File: config.mk
export PLATFORM = sky130hd
export DESIGN_NAME = stats_reporter_flat
export DESIGN_NICKNAME = d
export VERILOG_FILES = /design/src/rtl/stats_reporter_if.sv /design/src/rtl/stats_reporter.sv /design/src/flat_wrapper.sv
export SDC_FILE = /design/constraint.sdc
export NUM_CORES = 1
export LEC_CHECK = 0
export CAP_MARGIN = 20
export CELL_PAD_IN_SITES_DETAIL_PLACEMENT = 2
export CELL_PAD_IN_SITES_GLOBAL_PLACEMENT = 2
export CORE_UTILIZATION = 40
export CTS_CLUSTER_DIAMETER = 50
export CTS_CLUSTER_SIZE = 24
export DETAILED_ROUTE_END_ITERATION = 12
export PLACE_DENSITY_LB_ADDON = 0.2
export RECOVER_POWER = 50
export REMOVE_ABC_BUFFERS = 1
export SYNTH_ARGS = -nofsm -noshare
export SYNTH_HDL_FRONTEND = slang
export SYNTH_SLANG_ARGS = --single-unit
File: constraint.sdc
create_clock -name clk -period 6.05 [get_ports clk]
set_input_delay 0.9075 -clock clk [delete_from_list [all_inputs] [get_ports clk]]
set_output_delay 0.9075 -clock clk [all_outputs]
set_load 0.01 [all_outputs]
File: src/rtl/stats_reporter_if.sv
// Signal bundle between the stats block side and the status reporter.
// The reporter is the slave: it consumes the request and stats, drives the UART side.
interface stats_reporter_if;
    logic       start;
    logic [4:0] hunger;
    logic [4:0] happiness;
    logic [4:0] health;
    logic [4:0] hygiene;
    logic [4:0] energy;
    logic       is_sleeping;
    logic       tx;
    logic       busy;
    logic       done;

    modport master (
        output start, hunger, happiness, health, hygiene, energy, is_sleeping,
        input  tx, busy, done
    );

    modport slave (
        input  start, hunger, happiness, health, hygiene, energy, is_sleeping,
        output tx, busy, done
    );
endinterface

File: src/rtl/stats_reporter.sv
// Snapshots the pet stats on request and sends them as a 24-byte ASCII status
// line ("eHH pHH dHH bHH nHH zS\r\n") over 8N1 UART.
module stats_reporter #(
    parameter int CLKS_PER_BIT = 234
) (
    input  logic              clk,
    input  logic              reset,
    stats_reporter_if.slave   bus
);
    localparam int              CNT_W     = (CLKS_PER_BIT > 1) ? $clog2(CLKS_PER_BIT) : 1;
    localparam logic [CNT_W-1:0] CNT_LAST = CNT_W'(CLKS_PER_BIT - 1);
    localparam logic [4:0]      LAST_BYTE = 5'd23;

    typedef enum logic [1:0] {S_IDLE, S_START, S_DATA, S_STOP} state_e;

    state_e           state_q, state_d;
    logic [CNT_W-1:0] bit_cnt_q, bit_cnt_d;
    logic [2:0]       bit_idx_q, bit_idx_d;
    logic [4:0]       byte_idx_q, byte_idx_d;
    logic [9:0]       shift_q, shift_d;
    logic             busy_q, busy_d;
    logic             done_q, done_d;
    logic [4:0]       hunger_q, hunger_d, happiness_q, happiness_d, health_q, health_d;
    logic [4:0]       hygiene_q, hygiene_d, energy_q, energy_d;
    logic             sleep_q, sleep_d;

    logic             bit_end;
    logic [4:0]       load_idx;
    logic [7:0]       load_byte;

    // ASCII tens or units digit of a 0..31 value.
    function automatic logic [7:0] dec_char(input logic [4:0] v, input logic units);
        logic [1:0] tens;
        logic [3:0] unit;
        tens = (v >= 5'd30) ? 2'd3 : (v >= 5'd20) ? 2'd2 : (v >= 5'd10) ? 2'd1 : 2'd0;
        unit = 4'(v - 5'(tens) * 5'd10);
        return units ? {4'h3, unit} : {6'b0011_00, tens};
    endfunction

    // Byte to load next: byte 0 when accepting, otherwise the one after the current.
    always_comb begin
        load_idx = (state_q == S_IDLE) ? 5'd0 : byte_idx_q + 5'd1;
        case (load_idx)
            5'd0:    load_byte = 8'h65;
            5'd1:    load_byte = dec_char(hunger_q, 1'b0);
            5'd2:    load_byte = dec_char(hunger_q, 1'b1);
            5'd4:    load_byte = 8'h70;
            5'd5:    load_byte = dec_char(happiness_q, 1'b0);
            5'd6:    load_byte = dec_char(happiness_q, 1'b1);
            5'd8:    load_byte = 8'h64;
            5'd9:    load_byte = dec_char(health_q, 1'b0);
            5'd10:   load_byte = dec_char(health_q, 1'b1);
            5'd12:   load_byte = 8'h62;
            5'd13:   load_byte = dec_char(hygiene_q, 1'b0);
            5'd14:   load_byte = dec_char(hygiene_q, 1'b1);
            5'd16:   load_byte = 8'h6E;
            5'd17:   load_byte = dec_char(energy_q, 1'b0);
            5'd18:   load_byte = dec_char(energy_q, 1'b1);
            5'd20:   load_byte = 8'h7A;
            5'd21:   load_byte = sleep_q ? 8'h31 : 8'h30;
            5'd22:   load_byte = 8'h0D;
            5'd23:   load_byte = 8'h0A;
            default: load_byte = 8'h20;
        endcase
    end

    assign bit_end = (bit_cnt_q == CNT_LAST);

    always_comb begin
        // NOTE: every always_comb output gets a default first so no path can infer a latch.
        state_d     = state_q;
        bit_cnt_d   = bit_cnt_q;
        bit_idx_d   = bit_idx_q;
        byte_idx_d  = byte_idx_q;
        shift_d     = shift_q;
        busy_d      = busy_q;
        done_d      = 1'b0;
        hunger_d    = hunger_q;
        happiness_d = happiness_q;
        health_d    = health_q;
        hygiene_d   = hygiene_q;
        energy_d    = energy_q;
        sleep_d     = sleep_q;

        if (state_q != S_IDLE) begin
            bit_cnt_d = bit_end ? '0 : bit_cnt_q + 1'b1;
        end

        // The shift register shifts in ones, so it holds all ones (tx idle) between frames.
        case (state_q)
            S_IDLE: begin
                if (bus.start) begin
                    hunger_d    = bus.hunger;
                    happiness_d = bus.happiness;
                    health_d    = bus.health;
                    hygiene_d   = bus.hygiene;
                    energy_d    = bus.energy;
                    sleep_d     = bus.is_sleeping;
                    bit_cnt_d   = '0;
                    byte_idx_d  = 5'd0;
                    shift_d     = {1'b1, load_byte, 1'b0};
                    busy_d      = 1'b1;
                    state_d     = S_START;
                end
            end
            S_START: begin
                if (bit_end) begin
                    shift_d   = {1'b1, shift_q[9:1]};
                    bit_idx_d = 3'd0;
                    state_d   = S_DATA;
                end
            end
            S_DATA: begin
                if (bit_end) begin
                    shift_d   = {1'b1, shift_q[9:1]};
                    bit_idx_d = bit_idx_q + 3'd1;
                    if (bit_idx_q == 3'd7) state_d = S_STOP;
                end
            end
            S_STOP: begin
                if (bit_end) begin
                    if (byte_idx_q < LAST_BYTE) begin
                        byte_idx_d = byte_idx_q + 5'd1;
                        shift_d    = {1'b1, load_byte, 1'b0};
                        state_d    = S_START;
                    end else begin
                        byte_idx_d = 5'd0;
                        busy_d     = 1'b0;
                        done_d     = 1'b1;
                        state_d    = S_IDLE;
                    end
                end
            end
            default: state_d = S_IDLE;
        endcase
    end

    always_ff @(posedge clk or posedge reset) begin
        // NOTE: sequential state uses non-blocking assignments so all flops update together.
        if (reset) begin
            state_q     <= S_IDLE;
            bit_cnt_q   <= '0;
            bit_idx_q   <= 3'd0;
            byte_idx_q  <= 5'd0;
            shift_q     <= '1;
            busy_q      <= 1'b0;
            done_q      <= 1'b0;
            hunger_q    <= 5'd0;
            happiness_q <= 5'd0;
            health_q    <= 5'd0;
            hygiene_q   <= 5'd0;
            energy_q    <= 5'd0;
            sleep_q     <= 1'b0;
        end else begin
            state_q     <= state_d;
            bit_cnt_q   <= bit_cnt_d;
            bit_idx_q   <= bit_idx_d;
            byte_idx_q  <= byte_idx_d;
            shift_q     <= shift_d;
            busy_q      <= busy_d;
            done_q      <= done_d;
            hunger_q    <= hunger_d;
            happiness_q <= happiness_d;
            health_q    <= health_d;
            hygiene_q   <= hygiene_d;
            energy_q    <= energy_d;
            sleep_q     <= sleep_d;
        end
    end

    assign bus.tx   = shift_q[0];
    assign bus.busy = busy_q;
    assign bus.done = done_q;
endmodule

File: src/flat_wrapper.sv
// flat-port wrapper written by rule: the top's interface ports become plain ports
module stats_reporter_flat 
#(
    parameter int CLKS_PER_BIT = 234
)
  (clk, reset, bus_start, bus_hunger, bus_happiness, bus_health, bus_hygiene, bus_energy, bus_is_sleeping, bus_tx, bus_busy, bus_done);
  stats_reporter_if bus_i ();
  input  logic clk;
  input  logic reset;
  input wire logic [$bits(bus_i.start)-1:0] bus_start;
  input wire logic [$bits(bus_i.hunger)-1:0] bus_hunger;
  input wire logic [$bits(bus_i.happiness)-1:0] bus_happiness;
  input wire logic [$bits(bus_i.health)-1:0] bus_health;
  input wire logic [$bits(bus_i.hygiene)-1:0] bus_hygiene;
  input wire logic [$bits(bus_i.energy)-1:0] bus_energy;
  input wire logic [$bits(bus_i.is_sleeping)-1:0] bus_is_sleeping;
  output wire logic [$bits(bus_i.tx)-1:0] bus_tx;
  output wire logic [$bits(bus_i.busy)-1:0] bus_busy;
  output wire logic [$bits(bus_i.done)-1:0] bus_done;
  assign bus_i.start = bus_start;
  assign bus_i.hunger = bus_hunger;
  assign bus_i.happiness = bus_happiness;
  assign bus_i.health = bus_health;
  assign bus_i.hygiene = bus_hygiene;
  assign bus_i.energy = bus_energy;
  assign bus_i.is_sleeping = bus_is_sleeping;
  assign bus_tx = bus_i.tx;
  assign bus_busy = bus_i.busy;
  assign bus_done = bus_i.done;
  stats_reporter #(.CLKS_PER_BIT(CLKS_PER_BIT)) u_core (.clk(clk), .reset(reset), .bus(bus_i));
endmodule
==> run metrics, run 1 <==
vias in the first global route about 3,500; top_reg_cell synth dfrtp_1; R2R Setup Slk about 2.9 ns; Max Clk Rate around 0.25 GHz; Routed WL around 11 mm; Pwr Density ~140 nW/um^2; violated checks capacitance limit, slew limit; Clk Latency, worst-skew pair between 0.3 and 0.4 ns; layout overhead on the synthesized area 12.7%; Tot GR Track Use a little under a quarter; status finished with violations; cell count after synthesis between 400 and 500; CTS Sinks 55; CTS root buf clkbuf_8; layout cell share with drive strength beyond 1 ~16%; Core Region around 9200 sq um; die area between 9000 and 10,000 sq um; Setup TNS Final 0 ns; Port Buf Inserts 31; drt wl/cell 19.0 um; CTS tree built; Die Ht about 100 um; H-tree Lvls 2; clk_skew about 0.0067 ns; Residual DRC 0; quantity of gates resized following cts 0; RSZ-0062 raised after global routing no; CP arrival approximately 3.8 ns; pre-CTS setup slack about 2.8 ns; Pins Over Slew Limit 56; initial antenna violation count 0; FF-to-FF Start u_core.byte_idx_q[0]; Post-DRT Antenna Nets 0; Layout Nets roughly 480; Tot Pwr ~0.6 mW; DIE WIDTH roughly 100 um; register bit total from synthesis 55; DPL Wire Length 8.04 mm; largest net degree at the start of global routing 56; synth unique cells just over 70; P_leak roughly 1.7 nW; via count 3,221; path depth of the worst reg2reg path 8; number of synthesized flops with an enable pin 0; GPL Wtd Cong 0.843; finished layout cell area approximately 4300 sq um; Crit. End Element async pin; Final Util a little under half; clock buffer count from CTS 5; synthesized area around 3800 sq um; first-pass GRT wire length 18.1 mm; CTS Hold Buffers Added 0; VDD IR max 0.0000785 V; worst hold path class register to register; Post-DP Area 4220 sq um; max-cap viol count 2; Worst Path Max Fanout 55; Antenna Cells 0; Top Ports 32; crit start category primary input; post-synthesis sequential area ratio 36.3%; count of final setup violators 0; drt initial violations about 160; Async SR Flop Fraction 100%; critical path endpoint u_core.health_q[0]; Synth Warn # 0; 1st-pass router iterations 4; vias per cell 5.71; kind of critical path primary input to async pin; syn_area_per_cell between 9 and 10 sq um; Critical Path RT slightly below 6 ns; max_slew headroom -109%; Rows 35; min Tclk post-route between 4 and 5 ns; Final period util between 60 and 70%; Worst Hold Depth 2; clock tree buffer depth 2; setup slack after layout between 2 and 2.5 ns; Initial Util 41.4%; Reg clk slew, reported paths roughly 0.11 ns; grt ovf 0; final hold violation count 0; Critical Path Start reset; Reg-to-Reg End u_core.shift_q[2]; post-CTS setup buffer count 0; actual slew at the worst max-slew pin 3.13 ns
critical path: stages:
cell and delay (ns):
dlygate4sd3_1 0.55, clkinv_1 0.06, clkbuf_1 2.20
stage by stage:
stage          std cells  hold slack [ns]
2_1_floorplan        393            0.443
3_3_place_gp         555            0.454
3_5_place_dp         555            0.480
4_1_cts              563            0.494
5_1_grt              564            0.510
6_report             564            0.489
how the worst min path moves through the flow:
stage,from,endpoint,slack [ns]
after floorplan,u_core.shift_q[6],u_core.shift_q[6],0.44
after global placement,u_core.shift_q[6],u_core.shift_q[6],0.45
after detailed placement,u_core.shift_q[6],u_core.shift_q[6],0.48
after CTS,u_core.shift_q[6],u_core.shift_q[6],0.49
after global routing,u_core.shift_q[6],u_core.shift_q[6],0.51
final,u_core.shift_q[6],u_core.shift_q[6],0.49
cell usage after synthesis (3+ instances only):
master	n	area share, %
clkbuf_1	4	0.39
nor2_1	36	3.5
o21ai_2	3	0.69
dfstp_2	9	6.2
nand4_1	3	0.49
buf_2	9	1.2
o31ai_4	3	1.7
nor2b_1	8	1.3
or3_1	4	0.65
a21oi_2	3	0.69
and3_1	6	0.98
ha_1	15	4.9
nand2b_1	5	0.82
a31oi_1	3	0.49
inv_1	20	2.0
a21oi_1	14	1.8
o211ai_1	5	0.98
dfrtp_1	46	30
and2_1	5	0.82
nand3_1	12	1.6
xnor2_1	8	1.8
a22oi_1	7	1.4
buf_4	3	0.59
o22ai_1	6	0.98
nor3_1	5	0.65
nor3b_1	3	0.59
mux2_2	27	7.9
a22o_1	10	2.3
nand2_1	36	3.5
o21ai_0	26	3.4
fa_1	4	2.1
o31ai_1	4	0.78
o21ai_1	14	1.8
sequential cells by signal (all words and copies together), names as in the netlist:
name and flops:
u_core.bit_cnt_q 8, u_core.bit_idx_q 3, u_core.bus.busy 1, u_core.bus.done 1, u_core.byte_idx_q 5, u_core.energy_q 5, u_core.happiness_q 5, u_core.health_q 5
u_core.hunger_q 5, u_core.hygiene_q 5, u_core.shift_q 9, u_core.sleep_q 1, u_core.state_q 2
cell families after synthesis:
| group | Yosys count | synth area share [%] |
|---|---|---|
| xor gates and xnor gates | 10 | 2.48 |
| muxes | 29 | 8.50 |
| adders and majority gates | 21 | 7.52 |
| AOI/OAI and AO/OA | 117 | 21.4 |
| buffers and inverters | 40 | 4.71 |
| DFF | 55 | 36.3 |
| and+or+nand+nor | 139 | 19.1 |
power by group:
part	total, mW	internal, mW	leakage, nW	switching, mW
clock network	0.213	0.0821	0.0483	0.131
registers	0.368	0.368	0.721	0
logic	0.0259	0.0159	0.978	0.0101
total	0.607	0.466	1.75	0.141
layer usage:
| metal | part of all wire, % | vias to the layer above | routed length [um] | track usage [%] |
|---|---|---|---|---|
| met5 | 0 | - | 0 | 0 |
| met4 | 1.1 | 0 | 116 | 5.88 |
| met3 | 1.8 | 6 | 188 | 3.20 |
| met2 | 53 | 33 | 5670 | 43.0 |
| met1 | 44 | 1656 | 4740 | 28.6 |
| li1 | - | 1526 | - | - |
cell type report:
type | instances | area, sq um
Clock buffer | 5 | 68.8
Inverter | 22 | 82.6
Fill cell | 1005 | 4930
Tap cell | 129 | 161
Sequential cell | 55 | 1390
Clock inverter | 3 | 18.8
Multi-Input combinational cell | 316 | 2240
Timing Repair Buffer | 34 | 349
cells in the final DEF (no fill, tap or decap), drive strengths merged, types with 6 or more instances in the layout:
| cell | count |
|---|---|
| a22oi | 7 |
| a22o | 10 |
| nor2 | 37 |
| o31ai | 7 |
| xnor2 | 8 |
| nand2 | 37 |
| mux2 | 28 |
| nor2b | 8 |
| o21ai | 43 |
| dfrtp | 46 |
| nor3 | 6 |
| ha | 15 |
| nand3 | 13 |
| clkdlybuf4s50 | 30 |
| clkbuf | 6 |
| dfstp | 9 |
| o22ai | 6 |
| inv | 22 |
| a21oi | 17 |
| and3 | 6 |
(Power assumes the default switching activity.)
==> inputs of run 2 (changes only) <==
- CORE_UTILIZATION: 40 -> 37
- clock period: 6.05 -> 4 ns (I/O delays scaled with it)
==> run metrics, run 2 (same netlist as run 1, synthesis figures left out) <==
Biggest register u_core.shift_q (unchanged); post-CTS setup buffer count 0 (unchanged); number of flip-flops in the largest register 9 (unchanged); DIE WIDTH 104 um (was 99.8 um); layout cell share with drive strength beyond 1 16.2% (was 15.9%); die area 10,800 sq um (was 9960 sq um); max_slew headroom -5.09% (was -109%); worst hold path class register to register (unchanged); Initial Util 38.6% (was 41.4%); initial antenna violation count 0 (unchanged); status finished with violations (unchanged); via count 3,193 (was 3,221); Routed WL 10.8 mm (was 10.7 mm); CTS Sinks 55 (unchanged); violated checks capacitance limit, slew limit (unchanged); CTS tree built (unchanged); dpl cells 562 (was 555); Switching Fraction 23.8% (was 23.2%); DPL Wire Length 8.24 mm (was 8.04 mm); CP arrival 3.28 ns (was 3.76 ns); Pins Over Slew Limit 10 (was 56); Psw 0.220 mW (was 0.141 mW); Port Buf Inserts 31 (unchanged); drt initial violations 138 (was 155); RSZ-0062 raised after global routing no (unchanged); Clk Latency, worst-skew pair 0.33 ns (was 0.31 ns); top flop regs u_core.shift_q x9, u_core.bit_cnt_q x8 (unchanged); Pint 0.704 mW (was 0.466 mW); Setup TNS Final 0 ns (unchanged); clock tree buffer depth 2 (unchanged); clock network fraction of total power 35.6% (was 35.1%); clk_skew 0.00408 ns (was 0.00672 ns); Top Ports 32 (unchanged); Worst Path Max Fanout 9 (was 55); vias per cell 5.60 (was 5.71); Core Region 9910 sq um (was 9240 sq um); commonest non-fill, non-tap cell in the layout dfrtp_1 (unchanged); count of final setup violators 0 (unchanged); Crit. End Element register (was async pin); Antenna Cells 0 (unchanged); 1st-pass router iterations 4 (unchanged); Tot GR Track Use 21.1% (was 23.4%); non-filler instance count after layout 570 (was 564); Final period util between 70 and 80%; Rows 36 (was 35); max-cap viol count 1 (was 2); most frequent cells in the layout 46 x dfrtp_1, 36 x nand2_1, 36 x nor2_1 (unchanged); GPL Wtd Cong 0.828 (was 0.843); clock buffer count from CTS 5 (unchanged); Critical Path RT 4.24 ns (was 5.80 ns); actual slew at the worst max-slew pin 1.55 ns (was 3.13 ns); vias in the first global route 3,528 (was 3,531); Pwr Density 214 nW/um^2 (was 141 nW/um^2); grt ovf 0 (unchanged); Layout Nets 484 (was 482); Reg power frac 60.2% (was 60.6%); Residual DRC 0 (unchanged); CTS root buf clkbuf_8 (unchanged); drt wl/cell 18.9 um (was 19.0 um); final hold violation count 0 (unchanged); Post-DRT Antenna Nets 0 (unchanged); P_leak 1.76 nW (was 1.75 nW); Reg clk slew, reported paths 0.11 ns (about the same); kind of critical path register to register (was primary input to async pin); CTS Hold Buffers Added 0 (unchanged); first-pass GRT wire length 18.3 mm (was 18.1 mm); Die Ht 104 um (was 99.8 um); Max Clk Rate roughly 0.33 GHz; crit start category register (was primary input); H-tree Lvls 2 (unchanged); layout overhead on the synthesized area 12.7% (unchanged); combinational power share 4.2% (was 4.3%); largest net degree at the start of global routing 37 (was 56); quantity of gates resized following cts 0 (unchanged); VDD IR max 0.000118 V (was 0.0000785 V); min Tclk post-route ~3.0 ns; Tot Pwr 0.924 mW (was 0.607 mW)
## run 2: cell count changes in the layout (fill, tap and decap cells not counted), sizes merged
cell	delta
buf	+2
inv	+1
clkinv	-1
## run 2: final timing paths
path	depth (start not counted)	to	slack (ns)	from
hold / removal	2	u_core.shift_q[6]	0.49	u_core.shift_q[6]
max in group asynchronous	3	u_core.energy_q[4]	1.20	reset
setup reg to reg	8	u_core.byte_idx_q[3]	0.95	u_core.bit_cnt_q[1]
setup / recovery	8	u_core.byte_idx_q[3]	0.95	u_core.bit_cnt_q[1]
min in group asynchronous	2	u_core.energy_q[2]	1.13	reset
hold reg to reg	2	u_core.shift_q[6]	0.49	u_core.shift_q[6]
## run 2: power groups by stage
stage                     Clock [mW]  Sequential (mW)  Combinational [mW]
final                          0.329            0.556              0.0388
after global routing           0.357            0.556              0.0427
after CTS                      0.341            0.556              0.0412
after detailed placement           0            0.567              0.0413
after global placement             0            0.567              0.0401
after floorplan                    0            0.567             0.00849
## run 2: cell type report
| type | instances | area, sq um |
|---|---|---|
| Inverter | 22 | 82.6 |
| Tap cell | 133 | 166 |
| Fill cell | 1108 | 5600 |
| Sequential cell | 55 | 1390 |
| Clock inverter | 3 | 18.8 |
| Multi-Input combinational cell | 316 | 2240 |
| Clock buffer | 5 | 68.8 |
| Timing Repair Buffer | 36 | 344 |
## run 2: routing by layer
metal / part of all wire (%) / global-route usage [%] / vias up
li1: - / - / 1529
met1: 46 / 26.5 / 1618
met2: 51 / 38.4 / 37
met3: 2.0 / 2.45 / 9
met4: 1.2 / 5.10 / 0
met5: 0 / 0 / -
## run 2: through the flow
step	worst slack (ns)	area, sq um	util, %	hold WS (ns)
after floorplan	1.50	3730	-	0.443
final	0.955	4310	43.5	0.490
after global routing	0.665	4310	43.5	0.507
after CTS	1.08	4330	43.7	0.486
after global placement	1.28	4240	42.8	0.454
after detailed placement	1.09	4240	42.8	0.468
## run 2: worst max-delay path, cell delays in order (launching register included)
cell,delay (ns)
dfrtp_1,0.41
inv_1,0.08
ha_1,0.16
nand4_1,0.12
nor4b_1,1.25
nand4_1,0.50
nor2_1,0.21
o21ai_0,0.11
o31ai_1,0.11
==> inputs of run 3 (changes only) <==
- CORE_UTILIZATION: 37 -> 33
- clock period: 4 -> 2.8 ns (I/O delays scaled with it)
==> run metrics, run 3 (same netlist as run 1, synthesis figures left out) <==
min Tclk post-route 2.58 ns (was 3.05 ns); H-tree Lvls 2 (unchanged); DPL Wire Length 8.57 mm (was 8.24 mm); Top Ports 32 (unchanged); crit start category register (unchanged); Reg power frac 52.3% (was 60.2%); number of flip-flops in the largest register 9 (unchanged); initial antenna violation count 0 (unchanged); commonest non-fill, non-tap cell in the layout dfrtp_1 (unchanged); Reg-to-Reg End u_core.shift_q[4] (was u_core.byte_idx_q[3]); count of final setup violators 0 (unchanged); FF-to-FF Start u_core.hygiene_q[2] (was u_core.bit_cnt_q[1]); CTS root buf clkbuf_16 (was clkbuf_8); grt ovf 0 (unchanged); clock tree buffer depth 2 (unchanged); post-CTS setup buffer count 0 (unchanged); quantity of gates resized following cts 0 (unchanged); Die Ht 110 um (was 104 um); Critical Path RT 3.04 ns (was 4.24 ns); drt wl/cell 19.0 um (was 18.9 um); CTS Hold Buffers Added 0 (unchanged); drt initial violations 120 (was 138); VDD IR max 0.000360 V (was 0.000118 V); DIE WIDTH 110 um (was 104 um); RSZ-0062 raised after global routing no (unchanged); Pins Over Slew Limit 0 (was 10); Worst Path Max Fanout 7 (was 9); Port Buf Inserts 31 (unchanged); Routed WL 11.2 mm (was 10.8 mm); layout overhead on the synthesized area 17.1% (was 12.7%); Setup TNS Final 0 ns (unchanged); Post-DRT Antenna Nets 0 (unchanged); Biggest register u_core.shift_q (unchanged); kind of critical path register to register (unchanged); max_slew headroom 32.5% (was -5.09%); status complete, no violations (was finished with violations); path depth of the worst reg2reg path 10 (was 8); clock network fraction of total power 44.0% (was 35.6%); Cell Chain, Critical Path nor2_1 -> o21ai_0 -> a22o_1 -> ha_1 -> fa_1 -> o31a_1 -> a32o_1 -> nand2_1 -> and4b_1 -> o21ai_2 (was inv_1 -> ha_1 -> nand4_1 -> nor4b_1 -> nand4_1 -> nor2_1 -> o21ai_0 -> o31ai_1); multi-input logic area 2260 sq um (was 2240 sq um); largest net degree at the start of global routing 31 (was 37); Clk Latency, worst-skew pair 0.31 ns (was 0.33 ns); CTS Sinks 55 (unchanged); Crit. End Element register (unchanged); delay-heaviest family, CP compound AO/OA/AOI/OAI gates (was simple AND/OR/NAND/NOR gates); Pwr Density 339 nW/um^2 (was 214 nW/um^2); Rows 38 (was 36); worst hold path class register to register (unchanged); P_leak 1.84 nW (was 1.76 nW); Max Clk Rate 0.388 GHz (was 0.328 GHz); clk_skew 0.00876 ns (was 0.00408 ns); Psw 0.331 mW (was 0.220 mW); Residual DRC 0 (unchanged); max incr delay on CP 0.45 ns (was 1.25 ns); actual slew at the worst max-slew pin 1.01 ns (was 1.55 ns); Hold Startpoint u_core.shift_q[6] (unchanged); Pint 1.19 mW (was 0.704 mW); clock buffer count from CTS 5 (unchanged); R2R Setup Slk 0.22 ns (was 0.95 ns); Worst Hold Depth 2 (unchanged); Initial Util 34.5% (was 38.6%); Reg clk slew, reported paths 0.07 ns (was 0.11 ns); top flop regs u_core.shift_q x9, u_core.bit_cnt_q x8 (unchanged); WP buf/inv 0 (was 1); Final period util 92.0% (was 76.1%); GPL Wtd Cong 0.787 (was 0.828); CTS tree built (unchanged); combinational power share 3.7% (was 4.2%); max-cap viol count 0 (was 1); vias in the first global route 3,528 (unchanged); Switching Fraction 21.8% (was 23.8%); Layout Nets 493 (was 484); via count 3,264 (was 3,193); first-pass GRT wire length 18.5 mm (was 18.3 mm); CP arrival 2.82 ns (was 3.28 ns); Antenna Cells 0 (unchanged); most frequent cells in the layout 46 x dfrtp_1, 36 x nand2_1, 36 x nor2_1 (unchanged); layout filler cell count 1,226 (was 1,108); Hold EP u_core.shift_q[6] (unchanged); 1st-pass router iterations 4 (unchanged); Reg area 1390 sq um (unchanged); die area 12,000 sq um (was 10,800 sq um); final hold violation count 0 (unchanged); Tot GR Track Use 20.4% (was 21.1%); CP max-delay cell dfrtp_1 (was nor4b_1); layout cell share with drive strength beyond 1 18.2% (was 16.2%); vias per cell 5.57 (was 5.60); Tot Pwr 1.52 mW (was 0.924 mW); Core Region 11,100 sq um (was 9910 sq um)
==> run 3: cell count changes in the layout (fill, tap and decap cells not counted) <==
cell | previous run | this run
clkinv_4 | 0 | 1
dlygate4sd3_1 | 1 | 2
clkbuf_2 | 0 | 1
nor4b_1 | 1 | 0
clkinv_2 | 2 | 0
clkbuf_16 | 0 | 5
buf_12 | 0 | 1
nor4b_4 | 0 | 1
buf_4 | 4 | 12
inv_6 | 1 | 0
clkdlybuf4s50_1 | 30 | 29
clkbuf_8 | 5 | 1
==> run 3: layer usage <==
metal / GRT usage [%] / vias up / share of wire [%]
met5: 0 / - / 0
met4: 8.00 / 0 / 2.1
met3: 3.20 / 16 / 2.6
met2: 37.0 / 47 / 52
met1: 24.1 / 1654 / 44
li1: - / 1547 / -
==> run 3: metrics by stage <==
stage          utilization [%]  setup WS, ns  hold slack (ns)  std cells  instance area, sq um
2_1_floorplan                -         0.296            0.443        393                  3730
3_3_place_gp              39.2         0.315            0.456        578                  4350
3_5_place_dp              39.2         0.240            0.467        578                  4350
4_1_cts                   40.6         0.223            0.476        586                  4500
5_1_grt                   40.5        0.0311            0.501        586                  4480
6_report                  40.5         0.225            0.474        586                  4480
==> run 3: worst max path at each step <==
stage | from | to | depth (start not counted)
CTS | u_core.state_q[1] | u_core.shift_q[4] | 9
global route | u_core.state_q[0] | u_core.shift_q[2] | 9
detailed placement | u_core.state_q[1] | u_core.shift_q[4] | 9
finish | u_core.hygiene_q[2] | u_core.shift_q[4] | 10
global placement | u_core.hygiene_q[2] | u_core.shift_q[4] | 10
floorplan | u_core.state_q[0] | u_core.shift_q[4] | 9
==> run 3: layout make-up <==
cell class | count | area share (%)
Tap cell | 140 | 3.91
Clock inverter | 1 | 0.195
Inverter | 22 | 1.84
Timing Repair Buffer | 45 | 9.49
Multi-Input combinational cell | 316 | 50.4
Clock buffer | 7 | 3.18
Sequential cell | 55 | 31.0
==> run 3: worst register-to-register path, delay by kind of cell (launching register included) <==
kind	cells	cell delay (ns)
DFF	1	0.45
adders and majority gates	2	0.60
and+or+nand+nor	3	0.45
AOI/OAI and AO/OA	5	1.00
==> run 3: power by group through the flow <==
stage | sequential, mW | combinational (mW) | clock (mW)
final | 0.794 | 0.0559 | 0.669
after global routing | 0.794 | 0.0624 | 0.724
after CTS | 0.794 | 0.0621 | 0.703
after detailed placement | 0.809 | 0.0621 | 0
after global placement | 0.809 | 0.0602 | 0
after floorplan | 0.810 | 0.0121 | 0
